**src/rtl/wb_trace_fifo_if.sv**
```systemverilog
// Bus bundle for wb_trace_fifo: write-back event input, head-entry output and status.
// Optional WB_TRACE_SEQ_EN adds the 16-bit out_seq field.
interface wb_trace_fifo_if #(
  parameter int DEPTH = 8,
  parameter int CNTW  = 8
);
  localparam int LW = $clog2(DEPTH) + 1;

  logic            flush;
  logic            ev_valid;
  logic            ev_kind;
  logic [31:0]     ev_pc;
  logic [31:0]     ev_addr;
  logic [31:0]     ev_data;
  logic            out_valid;
  logic            out_ready;
  logic            out_kind;
  logic [31:0]     out_pc;
  logic [31:0]     out_addr;
  logic [31:0]     out_data;
  logic [LW-1:0]   level;
  logic            overflow;
  logic [CNTW-1:0] drop_cnt;
`ifdef WB_TRACE_SEQ_EN
  logic [15:0]     out_seq;

  modport master (
    output flush, ev_valid, ev_kind, ev_pc, ev_addr, ev_data, out_ready,
    input  out_valid, out_kind, out_pc, out_addr, out_data, level, overflow, drop_cnt, out_seq
  );
  modport slave (
    input  flush, ev_valid, ev_kind, ev_pc, ev_addr, ev_data, out_ready,
    output out_valid, out_kind, out_pc, out_addr, out_data, level, overflow, drop_cnt, out_seq
  );
`else
  modport master (
    output flush, ev_valid, ev_kind, ev_pc, ev_addr, ev_data, out_ready,
    input  out_valid, out_kind, out_pc, out_addr, out_data, level, overflow, drop_cnt
  );
  modport slave (
    input  flush, ev_valid, ev_kind, ev_pc, ev_addr, ev_data, out_ready,
    output out_valid, out_kind, out_pc, out_addr, out_data, level, overflow, drop_cnt
  );
`endif
endinterface

```
**src/rtl/wb_trace_fifo.sv**
```systemverilog
// CPU write-back trace FIFO: filters $0 writes, buffers events, counts overflow drops.
// Define WB_TRACE_SEQ_EN to tag every accepted event with a 16-bit sequence number (out_seq).
module wb_trace_fifo #(
  parameter int DEPTH = 8,
  parameter int CNTW  = 8
) (
  input  logic           clk,
  input  logic           reset,
  wb_trace_fifo_if.slave bus
);
  localparam int AW = $clog2(DEPTH);
  localparam int LW = AW + 1;

  typedef struct packed {
    logic        kind;
    logic [31:0] pc;
    logic [31:0] addr;
    logic [31:0] data;
`ifdef WB_TRACE_SEQ_EN
    logic [15:0] seq;
`endif
  } entry_t;

  entry_t          mem [DEPTH];
  entry_t          head;
  entry_t          wr_entry;
  logic [AW-1:0]   wr_ptr;
  logic [AW-1:0]   rd_ptr;
  logic [LW-1:0]   level;
  logic            overflow;
  logic [CNTW-1:0] drop_cnt;
`ifdef WB_TRACE_SEQ_EN
  logic [15:0]     seq_cnt;
`endif

  logic cand, full, pop, push, drop;

  // A GRF write to register 0 is architecturally a no-op, so it never enters the trace.
  assign cand = bus.ev_valid && !(!bus.ev_kind && bus.ev_addr[4:0] == 5'd0);
  assign full = (level == LW'(DEPTH));
  assign pop  = !bus.flush && (level != '0) && bus.out_ready;
  assign push = !bus.flush && cand && (!full || pop);
  assign drop = !bus.flush && cand && full && !pop;

  always_comb begin
    wr_entry      = '0;
    wr_entry.kind = bus.ev_kind;
    wr_entry.pc   = bus.ev_pc;
    wr_entry.addr = bus.ev_addr;
    wr_entry.data = bus.ev_data;
`ifdef WB_TRACE_SEQ_EN
    wr_entry.seq  = seq_cnt;
`endif
  end

  // NOTE: storage has no reset; out_valid gates every read, so clearing the array buys nothing.
  always_ff @(posedge clk) begin
    if (reset && push) mem[wr_ptr] <= wr_entry;
  end

  // NOTE: sequential state uses non-blocking assignments only, so every read sees pre-edge values.
  always_ff @(posedge clk) begin
    if (!reset) begin
      wr_ptr   <= '0;
      rd_ptr   <= '0;
      level    <= '0;
      overflow <= 1'b0;
      drop_cnt <= '0;
`ifdef WB_TRACE_SEQ_EN
      seq_cnt  <= '0;
`endif
    end else if (bus.flush) begin
      wr_ptr <= '0;
      rd_ptr <= '0;
      level  <= '0;
    end else begin
      if (push) wr_ptr <= wr_ptr + 1'b1;
      if (pop)  rd_ptr <= rd_ptr + 1'b1;
      if (push && !pop)      level <= level + 1'b1;
      else if (pop && !push) level <= level - 1'b1;
      if (drop) begin
        overflow <= 1'b1;
        if (drop_cnt != '1) drop_cnt <= drop_cnt + 1'b1;
      end
`ifdef WB_TRACE_SEQ_EN
      if (push) seq_cnt <= seq_cnt + 16'd1;
`endif
    end
  end

  // Head fields read as zero while empty so stale storage never leaks out.
  assign head          = mem[rd_ptr];
  assign bus.out_valid = (level != '0);
  assign bus.out_kind  = bus.out_valid ? head.kind : 1'b0;
  assign bus.out_pc    = bus.out_valid ? head.pc   : 32'd0;
  assign bus.out_addr  = bus.out_valid ? head.addr : 32'd0;
  assign bus.out_data  = bus.out_valid ? head.data : 32'd0;
`ifdef WB_TRACE_SEQ_EN
  assign bus.out_seq   = bus.out_valid ? head.seq  : 16'd0;
`endif
  assign bus.level     = level;
  assign bus.overflow  = overflow;
  assign bus.drop_cnt  = drop_cnt;
endmodule

```
**src/flat_wrapper.sv**
```systemverilog
// flat-port wrapper written by rule: the top's interface ports become plain ports
module wb_trace_fifo_flat 
#(
  parameter int DEPTH = 8,
  parameter int CNTW  = 8
)
  (clk, reset, bus_flush, bus_ev_valid, bus_ev_kind, bus_ev_pc, bus_ev_addr, bus_ev_data, bus_out_ready, bus_out_valid, bus_out_kind, bus_out_pc, bus_out_addr, bus_out_data, bus_level, bus_overflow, bus_drop_cnt);
  wb_trace_fifo_if #(.DEPTH(DEPTH), .CNTW(CNTW)) bus_i ();
  input  logic clk;
  input  logic reset;
  input wire logic [$bits(bus_i.flush)-1:0] bus_flush;
  input wire logic [$bits(bus_i.ev_valid)-1:0] bus_ev_valid;
  input wire logic [$bits(bus_i.ev_kind)-1:0] bus_ev_kind;
  input wire logic [$bits(bus_i.ev_pc)-1:0] bus_ev_pc;
  input wire logic [$bits(bus_i.ev_addr)-1:0] bus_ev_addr;
  input wire logic [$bits(bus_i.ev_data)-1:0] bus_ev_data;
  input wire logic [$bits(bus_i.out_ready)-1:0] bus_out_ready;
  output wire logic [$bits(bus_i.out_valid)-1:0] bus_out_valid;
  output wire logic [$bits(bus_i.out_kind)-1:0] bus_out_kind;
  output wire logic [$bits(bus_i.out_pc)-1:0] bus_out_pc;
  output wire logic [$bits(bus_i.out_addr)-1:0] bus_out_addr;
  output wire logic [$bits(bus_i.out_data)-1:0] bus_out_data;
  output wire logic [$bits(bus_i.level)-1:0] bus_level;
  output wire logic [$bits(bus_i.overflow)-1:0] bus_overflow;
  output wire logic [$bits(bus_i.drop_cnt)-1:0] bus_drop_cnt;
  assign bus_i.flush = bus_flush;
  assign bus_i.ev_valid = bus_ev_valid;
  assign bus_i.ev_kind = bus_ev_kind;
  assign bus_i.ev_pc = bus_ev_pc;
  assign bus_i.ev_addr = bus_ev_addr;
  assign bus_i.ev_data = bus_ev_data;
  assign bus_i.out_ready = bus_out_ready;
  assign bus_out_valid = bus_i.out_valid;
  assign bus_out_kind = bus_i.out_kind;
  assign bus_out_pc = bus_i.out_pc;
  assign bus_out_addr = bus_i.out_addr;
  assign bus_out_data = bus_i.out_data;
  assign bus_level = bus_i.level;
  assign bus_overflow = bus_i.overflow;
  assign bus_drop_cnt = bus_i.drop_cnt;
  wb_trace_fifo #(.DEPTH(DEPTH), .CNTW(CNTW)) u_core (.clk(clk), .reset(reset), .bus(bus_i));
endmodule
```
**config.mk**
```make
export PLATFORM = sky130hd
export DESIGN_NAME = wb_trace_fifo_flat
export DESIGN_NICKNAME = d
export VERILOG_FILES = /design/src/rtl/wb_trace_fifo_if.sv /design/src/rtl/wb_trace_fifo.sv /design/src/flat_wrapper.sv
export SDC_FILE = /design/constraint.sdc
export NUM_CORES = 1
export LEC_CHECK = 0
export ABC_AREA = 0
export CAP_MARGIN = 30
export CORE_MARGIN = 1.5
export CORE_UTILIZATION = 35
export CTS_BUF_LIST = sky130_fd_sc_hd__clkbuf_16
export DETAILED_ROUTE_END_ITERATION = 6
export GPL_ROUTABILITY_DRIVEN = 0
export PLACE_DENSITY_LB_ADDON = 0.2
export SKIP_LAST_GASP = 1
export SLEW_MARGIN = 20
export SYNTH_ARGS = -nofsm -noshare
export SYNTH_HDL_FRONTEND = slang
export SYNTH_SLANG_ARGS = --single-unit
```
**constraint.sdc**
```tcl
create_clock -name clk -period 12.8 [get_ports clk]
set_input_delay 2.56 -clock clk [delete_from_list [all_inputs] [get_ports clk]]
set_output_delay 2.56 -clock clk [all_outputs]
set_load 0.03 [all_outputs]
```
# [Yosys cells after proc, flatten, opt, wreduce, memory -nomap -nowiden]
# Memory sizes are Yosys's and may differ from the RTL's. A register that Yosys moved wholly into a read port is not among the register bits.
# Index checks and enable logic that the tools add are counted.
[totals] out_inout_bits=111 latch_bits=0 mem_bits_ro=0 mem_count=1 word_cells=49 inputBits=102 reg_bits=19 ramBits=776
[op_classes] n_shift=0 n_lt_le_gt_ge=0 n_mux=10 bitwise_logic=2 div_mod_pow=0 n_eq_ne=2 n_addsub=5 n_reduce_logical=24 mul=0
[memory_table] name="u_core.mem" words=8 width=97 rd=1 rd_ports_with_merged_regs=1 write_ports=1 line_no="wb_trace_fifo.sv:24" source="entry_t mem [DEPTH];"
[ops] cell="$mux W32" n=3
[ops] cell="$logic_and A1 B1 Y1" n=11
[ops] cell="$add A8 B1 Y8 const B" n=1
[ops] cell="$mux W4" n=2
[ops] cell="$ne A8 B8 Y1 const B" n=1
[ops] cell="$add A3 B1 Y3 const B" n=2
[ops] cell="$logic_not A1 Y1" n=6
[ops] cell="$mux W3" n=2
[ops] cell="$logic_not A5 Y1" n=1
[ops] cell="$add A4 B1 Y4 const B" n=1
[ops] cell="$eq A4 B4 Y1 const B" n=1
[ops] cell="$reduce_bool A4 Y1" n=1
[ops] cell="$sub A4 B1 Y4 const B" n=1
[ops] cell="$mux W1" n=3
[ops] cell="$reduce_and A3 Y1" n=1
[ops] cell="$not A1 Y1" n=2
[ops] cell="$reduce_and A2 Y1" n=1
[ops] cell="$reduce_bool A2 Y1" n=1
[ops] cell="$reduce_or A2 Y1" n=1
[ops] cell="$logic_or A1 B1 Y1" n=1

# [Depth between registers and ports, before layout]
# Gate-level depths: netlist (run 1).
[depth] depth_word=10 ltp_mapped=12 mapped_depth_nobuf=11

# [Least setup slack after synthesis (run 1)]
# Ideal clock, no wire load.
[synth_timing] kind="in2reg" startpoint="in bus_flush" endpoint="mem u_core.mem[2][0] (netlist bit), enable pin" stages=5 path_slack_ns=2.138 arrival_ns=9.990 t_required_ns=12.128 setup_ns=0.672 n_path_buf=1 path_cell_list="inv_1 > o311ai_4 > buf_6 > or3_2 > nor3_1"
[synth_between] elab_chain_len=8 word_cells_on_any_way=9 cone_classes="2 x mux; 7 x reduce/logical"
[synth_rtl] item="from (decl)" line_no="flat_wrapper.sv:11" source="input wire logic [$bits(bus_i.flush)-1:0] bus_flush;"
[synth_rtl] item="$logic_not A1 Y1 *" line_no="wb_trace_fifo.sv:41, wb_trace_fifo.sv:42"
[synth_rtl] item="$logic_and A1 B1 Y1 (2 in a row)" line_no="wb_trace_fifo.sv:41" source="assign pop = !bus.flush && (level != '0) && bus.out_ready;"
[synth_rtl] item="$logic_or A1 B1 Y1" line_no="wb_trace_fifo.sv:42" source="assign push = !bus.flush && cand && (!full || pop);"
[synth_rtl] item="$logic_and A1 B1 Y1 *" line_no="wb_trace_fifo.sv:42"
[synth_rtl] item="$logic_and A1 B1 Y1 *" line_no="wb_trace_fifo.sv:58" source="if (reset && push) mem[wr_ptr] <= wr_entry;"
[synth_rtl] item="$mux W1 *" line_no="wb_trace_fifo.sv:58"
[synth_rtl] item="$mux W1 (not written as such) *" line_no="wb_trace_fifo.sv:58"
[synth_rtl] item="to (decl)" line_no="wb_trace_fifo.sv:24"
# Every way passes the cells marked *; elsewhere a longest branch is shown, timed or not.

==> impl_table.tex, run 1 <==
\begin{tabular}{lr}
\hline
Metric & Value \\
\hline
\multicolumn{2}{l}{\textbf{Layout}} \\
Count of nets after finishing & 1745 \\
Register area & 23800 sq um \\
Filler cell count in the final layout & 7528 \\
Area occupied by multi-input gates & 6490 sq um \\
Area added between synthesis and finish & 20.9\% \\
Fraction of final layout cells sized beyond drive strength 1 & 21.2\% \\
\multicolumn{2}{l}{\textbf{Clock tree}} \\
Total setup buffers inserted after CTS & 0 \\
TritonCTS clock tree & yes \\
Number of buffers created by CTS & 87 \\
Clock slew at the register clock pins of the worst setup and hold paths & 0.06 ns \\
Clock Tree Buf Depth & 3 \\
Clock root buffer & sky130\_fd\_sc\_hd\_\_clkbuf\_16 \\
Max H-tree Level & 3 \\
Hold buffer count at cts & 0 \\
CTS sink count & 798 \\
Clock insertion delay at the later pin of the skew report & 0.63 ns \\
Post\_cts resized & 0 \\
\multicolumn{2}{l}{\textbf{Timing}} \\
Max Fclk & 139 MHz \\
Unrepaired setup endpoints after global routing & false \\
Slew Limit Fails & 0 \\
Total negative slack for setup checks & 0 ns \\
Number of failing hold endpoints at the final stage & 0 \\
Post-layout min period & 7.20 ns \\
Worst Clk Skew & 0.0174 ns \\
Least-Margin Pin Slew & 0.984 ns \\
Count of final setup violators & 0 \\
Worst slew margin relative to its limit & 34.4\% \\
Period utilization & 56.2\% \\
\multicolumn{2}{l}{\textbf{Synth}} \\
Most used standard cells in the synthesized netlist & 776 x sky130\_fd\_sc\_hd\_\_edfxtp\_1, 194 x sky130\_fd\_sc\_hd\_\_mux4\_2, 114 x sky130\_fd\_sc\_hd\_\_nor2\_1 \\
YS warnings & 0 \\
Post-synthesis sequential element count & 798 \\
Post-synth top area share & 76.4\% \\
Post-Syn Area & 30500 sq um \\
Distinct cells, synth & 43 \\
Most used flip-flop cell after synthesis & sky130\_fd\_sc\_hd\_\_edfxtp\_1 \\
Seq/Total Area, Yosys & 77.8\% \\
Post-Synthesis Mean Instance Area & 22.3 sq um \\
Cell with the most instances after synthesis & sky130\_fd\_sc\_hd\_\_edfxtp\_1 \\
Number of nets produced by synthesis & 1480 \\
Largest cells by area after synthesis & sky130\_fd\_sc\_hd\_\_edfxtp\_1 76\%, sky130\_fd\_sc\_hd\_\_mux4\_2 14\%, sky130\_fd\_sc\_hd\_\_mux2i\_1 3.5\% \\
Post-synth EDFFs & 776 \\
Async set-or-reset flop fraction in the synthesized netlist & 0\% \\
Yosys top cell by area & sky130\_fd\_sc\_hd\_\_edfxtp\_1 \\
Gate count after technology mapping & 1371 \\
\multicolumn{2}{l}{\textbf{Routing}} \\
WL final & 68900 um \\
Average detailed-routed wire length per instance & 24.1 um \\
Number of antenna-violating nets in the routed design & 0 \\
Via count normalized by instance count & 4.95 \\
Starting DRT DRC Count & 804 \\
Vias post-DR & 14200 \\
Drt first pass iters & 4 \\
Post-detailed-route DRC marker count & 0 \\
\multicolumn{2}{l}{\textbf{Power}} \\
Leakage dissipation & 11.1 nW \\
Final total power & 5.55 mW \\
Pwr dens & 151 nW/um\^{}2 \\
Maximum ir drop on the vdd rail & 0.0000819 V \\
\multicolumn{2}{l}{\textbf{Floorplan}} \\
\# rows & 108 \\
Core Footprint & 86600 sq um \\
I/O pin count & 213 \\
DIE AREA & 89000 sq um \\
Starting Density & 35.2\% \\
Die Height & 298 um \\
Die boundary width & 298 um \\
\multicolumn{2}{l}{\textbf{Placement}} \\
Quantity of I/O buffers inserted on ports & 212 \\
DP HPWL & 38400 um \\
\multicolumn{2}{l}{\textbf{Global route}} \\
First-pass GRT wire length & 103000 um \\
Global-route usage over all layers & 15.7\% \\
Vias in the first global route & 15600 \\
Largest net degree at the start of global routing & 54 \\
Remaining Overflow, GRT & 0 \\
Initial antenna violation count & 13 \\
\multicolumn{2}{l}{\textbf{Critical path}} \\
Cells along the critical path & buf\_4, buf\_4, mux4\_2, mux2i\_1, nor2\_1, clkdlybuf4s50\_1 \\
Slowest-stage cell, CP & sky130\_fd\_sc\_hd\_\_buf\_4 \\
Sort of element at the start of the critical path & flop \\
Buffers and inverters on the worst path & 3 \\
Critical path capture point type & output port \\
Crit path max fanout & 40 \\
Worst path max stage delay & 0.79 ns \\
Dominant cell type by count on the critical path & sky130\_fd\_sc\_hd\_\_buf\_4 \\
Minimum setup slack among reg-to-reg paths & 9.09 ns \\
Class of the most critical setup path & flop to output port \\
Arrival time of data at the critical path endpoint & 4.64 ns \\
Category of cells accounting for the largest share of critical-path delay & buffers and inverters \\
Required time of the critical path & 10.24 ns \\
\multicolumn{2}{l}{\textbf{Outcome}} \\
Run status & finished clean \\
\multicolumn{2}{l}{\textbf{Job}} \\
Max-cap violations & 0 \\
\multicolumn{2}{l}{\textbf{Hold path}} \\
Worst hold-check path type & flop to flop \\
\hline
\end{tabular}
[state kept, by name, indices dropped and copies added (netlist names), named ones only]
signal and cells:
u_core.bus.drop_cnt 8, u_core.bus.level 4, u_core.bus.overflow 1, u_core.mem 776
u_core.rd_ptr 3, u_core.wr_ptr 3
[cell type report]
| type | instances | area share (%) |
|---|---|---|
| flip-flops and latches | 798 | 64.4 |
| multi-input cells | 496 | 17.6 |
| repair buffers | 246 | 6.72 |
| clock buffers | 88 | 5.97 |
| well taps | 1155 | 3.92 |
| clock inverters | 70 | 1.36 |
| inverters | 7 | 0.0712 |
| diodes | 3 | 0.0203 |
[per-stage QoR]
step	std cells	hold slack [ns]	cell area (sq um)	util (%)	setup slack, ns
final	2863	0.509	36900	42.6	5.60
after global routing	2862	0.546	36900	42.6	5.13
after CTS	2857	0.509	36800	42.5	5.30
after detailed placement	2699	0.498	34100	39.4	5.99
after global placement	2695	0.487	34000	39.3	5.82
after floorplan	1371	0.480	30500	-	2.14
[final timing paths]
kind,start,endpoint,cells past startpoint
setup / recovery,flop,bus_out_data[29],6
hold reg to reg,u_core.bus.drop_cnt[6],u_core.bus.drop_cnt[6],2
hold / removal,u_core.bus.drop_cnt[6],u_core.bus.drop_cnt[6],2
setup reg to reg,u_core.bus.level[0],u_core.mem[3][77],6
[per-layer routing]
metal	vias to the layer above	track usage, %	wire [um]
met5	-	0	144
li1	6220	-	-
met3	108	3.37	2950
met4	22	4.47	1400
met1	7528	20.3	30000
met2	289	26.5	34400
[tightest hold or removal path, delay by kind of cell (launching register included)]
kind / cells / cell delay, ns
mux: 1 / 0.05
simple gates: 1 / 0.07
flops: 1 / 0.34
[power by group]
| part | switching, mW | total [mW] | leakage (nW) | internal [mW] |
|---|---|---|---|---|
| clock network | 1.00 | 2.35 | 1.39 | 1.35 |
| registers | 0.00598 | 2.88 | 7.17 | 2.88 |
| logic | 0.194 | 0.318 | 2.54 | 0.124 |
[logic make-up (layout without fill, tap and decap cells)]
kind of cell / count (synthesis) / after routing / share of synthesized area, %
AND/OR/NAND/NOR: 166 / 166 / 2.42
buffers and inverters: 77 / 411 / 1.11
AO/OA/AOI/OAI: 19 / 19 / 0.455
other: 0 / 3 / 0
adder cells (fa/ha/maj): 7 / 7 / 0.312
flip-flops: 798 / 798 / 77.8
XOR/XNOR: 4 / 4 / 0.115
multiplexers: 300 / 300 / 17.8
[layout by cell type, fill, tap and decap left out, types with 2 or more instances in the layout]
cell type                         count
sky130_fd_sc_hd__nor4b_1              2
sky130_fd_sc_hd__xnor2_1              3
sky130_fd_sc_hd__o21ai_0              4
sky130_fd_sc_hd__mux2i_1            106
sky130_fd_sc_hd__nor2_4               4
sky130_fd_sc_hd__buf_16               2
sky130_fd_sc_hd__mux4_2             194
sky130_fd_sc_hd__a21oi_1              7
sky130_fd_sc_hd__ha_1                 6
sky130_fd_sc_hd__nand2_1             14
sky130_fd_sc_hd__nor3_2               5
sky130_fd_sc_hd__edfxtp_1           776
sky130_fd_sc_hd__clkinv_2            15
sky130_fd_sc_hd__bufinv_16            5
sky130_fd_sc_hd__buf_12               5
sky130_fd_sc_hd__clkinv_8             2
sky130_fd_sc_hd__dfxtp_4              3
sky130_fd_sc_hd__nand3_1              9
sky130_fd_sc_hd__buf_4               27
sky130_fd_sc_hd__o31ai_1              2
sky130_fd_sc_hd__clkinvlp_4           2
sky130_fd_sc_hd__nand2b_1             4
sky130_fd_sc_hd__nor4_1               2
sky130_fd_sc_hd__nor2_1             110
sky130_fd_sc_hd__clkdlybuf4s50_1    212
sky130_fd_sc_hd__or3_1                2
sky130_fd_sc_hd__or4_1                2
sky130_fd_sc_hd__clkinv_1            24
sky130_fd_sc_hd__inv_1               24
sky130_fd_sc_hd__dfxtp_1             19
sky130_fd_sc_hd__and3_1               3
sky130_fd_sc_hd__clkbuf_16           88
sky130_fd_sc_hd__diode_2              3
No activity file was read; power rests on OpenSTA's default activity.
==> inputs of run 2 (changes only) <==
Clock period 12.8 ns to 6.2 ns, I/O delays scaled along.
==> run 2 against run 1 <==
Clock power is 120% higher. Sequential power up 110%. Die area did not move. Highest routed layer unchanged. Setup slack got worse by 4.2 ns. Clock skew rose by 0.0012 ns. Count of clock-buffer cells in the layout up 1.
==> impl_table.tex, run 2 (synthesis gave the netlist of run 1 again) <==
\begin{tabular}{lr}
\hline
Metric & Value \\
\hline
\multicolumn{2}{l}{\textbf{Clock tree}} \\
Clock insertion delay at the later pin of the skew report & 0.62 ns (was 0.63 ns) \\
Clock root buffer & sky130\_fd\_sc\_hd\_\_clkbuf\_16 (unchanged) \\
Total setup buffers inserted after CTS & 0 (unchanged) \\
TritonCTS clock tree & yes (unchanged) \\
CTS sink count & 798 (unchanged) \\
Max H-tree Level & 3 (unchanged) \\
Number of buffers created by CTS & 85 (was 87) \\
Hold buffer count at cts & 0 (unchanged) \\
Clock slew at the register clock pins of the worst setup and hold paths & 0.06 ns (about the same) \\
Post\_cts resized & 0 (unchanged) \\
Clock Tree Buf Depth & 3 (unchanged) \\
\multicolumn{2}{l}{\textbf{Critical path}} \\
Class of the most critical setup path & flop to output port (unchanged) \\
Critical path capture point type & output port (unchanged) \\
Worst R2R End & u\_core.mem[6][66] (was u\_core.mem[3][77]) \\
Count of cells along the worst register-to-register path & 5 (was 6) \\
Minimum setup slack among reg-to-reg paths & 2.85 ns (was 9.09 ns) \\
Crit path max fanout & 52 (was 40) \\
RR Startpoint & u\_core.bus.level[0] (unchanged) \\
Sort of element at the start of the critical path & flop (unchanged) \\
Required time of the critical path & 4.96 ns (was 10.24 ns) \\
Arrival time of data at the critical path endpoint & 3.58 ns (was 4.64 ns) \\
\multicolumn{2}{l}{\textbf{Hold path}} \\
Worst hold-check path type & flop to flop (unchanged) \\
Sink of the worst hold path & u\_core.bus.drop\_cnt[6] (unchanged) \\
Number of stages on the worst hold path & 2 (unchanged) \\
Launch point of the worst hold path & u\_core.bus.drop\_cnt[6] (unchanged) \\
\multicolumn{2}{l}{\textbf{Layout}} \\
Count of nets after finishing & 1750 (was 1745) \\
Area added between synthesis and finish & 21.9\% (was 20.9\%) \\
Filler cell count in the final layout & 7430 (was 7528) \\
Total inserted antenna cells & 0 (was 3) \\
Largest register by flop count & u\_core.mem (unchanged) \\
Most common cell after layout, fill and taps aside & sky130\_fd\_sc\_hd\_\_edfxtp\_1 (unchanged) \\
Top flop regs & u\_core.mem (776), u\_core.bus.drop\_cnt (8), u\_core.bus.level (4) (unchanged) \\
Max FFs per register & 776 (unchanged) \\
Fraction of final layout cells sized beyond drive strength 1 & 22.4\% (was 21.2\%) \\
Commonest cells after routing, fill and taps aside & 776 x sky130\_fd\_sc\_hd\_\_edfxtp\_1, 212 x sky130\_fd\_sc\_hd\_\_clkdlybuf4s50\_1, 194 x sky130\_fd\_sc\_hd\_\_mux4\_2, 110 x sky130\_fd\_sc\_hd\_\_nor2\_1, 106 x sky130\_fd\_sc\_hd\_\_mux2i\_1 (unchanged) \\
Non-filler instance count after layout & 2866 (was 2863) \\
\multicolumn{2}{l}{\textbf{Power}} \\
Leakage dissipation & 11.2 nW (was 11.1 nW) \\
Pwr dens & 314 nW/um\^{}2 (was 151 nW/um\^{}2) \\
Maximum ir drop on the vdd rail & 0.000193 V (was 0.0000819 V) \\
\multicolumn{2}{l}{\textbf{Timing}} \\
Post-layout min period & 4.82 ns \\
Unrepaired setup endpoints after global routing & false (unchanged) \\
Slew Limit Fails & 0 (unchanged) \\
Max Fclk & 208 MHz \\
Number of failing hold endpoints at the final stage & 0 (unchanged) \\
Count of final setup violators & 0 (unchanged) \\
Worst slew margin relative to its limit & 33.3\% (was 34.4\%) \\
Worst Clk Skew & 0.0186 ns (was 0.0174 ns) \\
Least-Margin Pin Slew & 1.00 ns (was 0.984 ns) \\
Period utilization & 77.7\% \\
Minimum hold slack & 0.504 ns (was 0.509 ns) \\
\multicolumn{2}{l}{\textbf{Routing}} \\
Number of antenna-violating nets in the routed design & 0 (unchanged) \\
WL final & 68300 um (was 68900 um) \\
Vias post-DR & 14300 (was 14200) \\
Average detailed-routed wire length per instance & 23.8 um (was 24.1 um) \\
Post-detailed-route DRC marker count & 0 (unchanged) \\
Drt first pass iters & 7 (was 4) \\
Via count normalized by instance count & 4.99 (was 4.95) \\
Starting DRT DRC Count & 1170 (was 804) \\
\multicolumn{2}{l}{\textbf{Floorplan}} \\
\# rows & 108 (unchanged) \\
Starting Density & 35.2\% (unchanged) \\
I/O pin count & 213 (unchanged) \\
Core Footprint & 86600 sq um (unchanged) \\
Die Height & 298 um (unchanged) \\
DIE AREA & 89000 sq um (unchanged) \\
Die boundary width & 298 um (unchanged) \\
\multicolumn{2}{l}{\textbf{Outcome}} \\
Run status & finished clean (unchanged) \\
\multicolumn{2}{l}{\textbf{Placement}} \\
DP HPWL & 36900 um (was 38400 um) \\
Quantity of I/O buffers inserted on ports & 212 (unchanged) \\
Count of placed standard cells including taps & 2709 (was 2699) \\
\multicolumn{2}{l}{\textbf{Job}} \\
Max-cap violations & 0 (unchanged) \\
\multicolumn{2}{l}{\textbf{Global route}} \\
Remaining Overflow, GRT & 0 (unchanged) \\
First-pass GRT wire length & 101000 um (was 103000 um) \\
Largest net degree at the start of global routing & 98 (was 54) \\
Vias in the first global route & 15600 (about the same) \\
Global-route usage over all layers & 15.3\% (was 15.7\%) \\
Initial antenna violation count & 10 (was 13) \\
\hline
\end{tabular}
## run 2: layout make-up
type,instances,area (sq um),share of cell area [%]
Sequential cell,798,23800,63.8
Clock inverter,68,609,1.64
Tap cell,1155,1450,3.88
Multi-Input combinational cell,496,6500,17.5
Clock buffer,89,2230,5.99
Timing Repair Buffer,253,2650,7.11
Inverter,7,26.3,0.0706
## run 2: worst max path at each step
stage,from,end,slack [ns],depth (start not counted)
after detailed placement,bus_ev_addr[3],u_core.mem[6][69],1.34,6
after global placement,bus_ev_addr[0],u_core.mem[6][68],1.33,6
final,flop,bus_out_data[4],1.38,5
after CTS,flop,bus_out_data[4],1.29,5
after floorplan,reset,u_core.mem[5][0],-2.92,4
after global routing,flop,bus_out_data[6],1.22,5
## run 2: metal layers
layer	part of all wire [%]	global-route usage [%]	vias to the layer above
met4	1.5	3.41	20
li1	-	-	6237
met1	45	20.9	7651
met2	48	24.8	286
met3	4.9	3.68	103
met5	0.19	0	-
## run 2: worst max-delay path: stages (launching register included)
cell	delay, ns
sky130_fd_sc_hd__dfxtp_4	0.95
sky130_fd_sc_hd__buf_4	0.63
sky130_fd_sc_hd__mux4_2	0.30
sky130_fd_sc_hd__mux2i_1	0.07
sky130_fd_sc_hd__nor2_1	0.26
sky130_fd_sc_hd__clkdlybuf4s50_1	0.73
## run 2: power by group
group	internal [mW]	leakage [nW]	switching, mW	total (mW)
Clock	3.02	1.46	2.06	5.08
Sequential	5.94	7.17	0.0123	5.95
Combinational	0.261	2.61	0.395	0.656
Total	9.23	11.2	2.47	11.7
## run 2: through the flow
stage / util [%] / setup WS (ns) / TNS, ns / instance area, sq um / total power, mW
floorplan: - / -2.92 / -666.93 / 30500 / 6.38
detailed placement: 39.7 / 1.34 / 0 / 34400 / 6.74
global route: 43.0 / 1.22 / 0 / 37200 / 12.1
global placement: 39.7 / 1.33 / 0 / 34400 / 6.73
CTS: 43.0 / 1.29 / 0 / 37200 / 11.8
finish: 43.0 / 1.38 / 0 / 37200 / 11.7
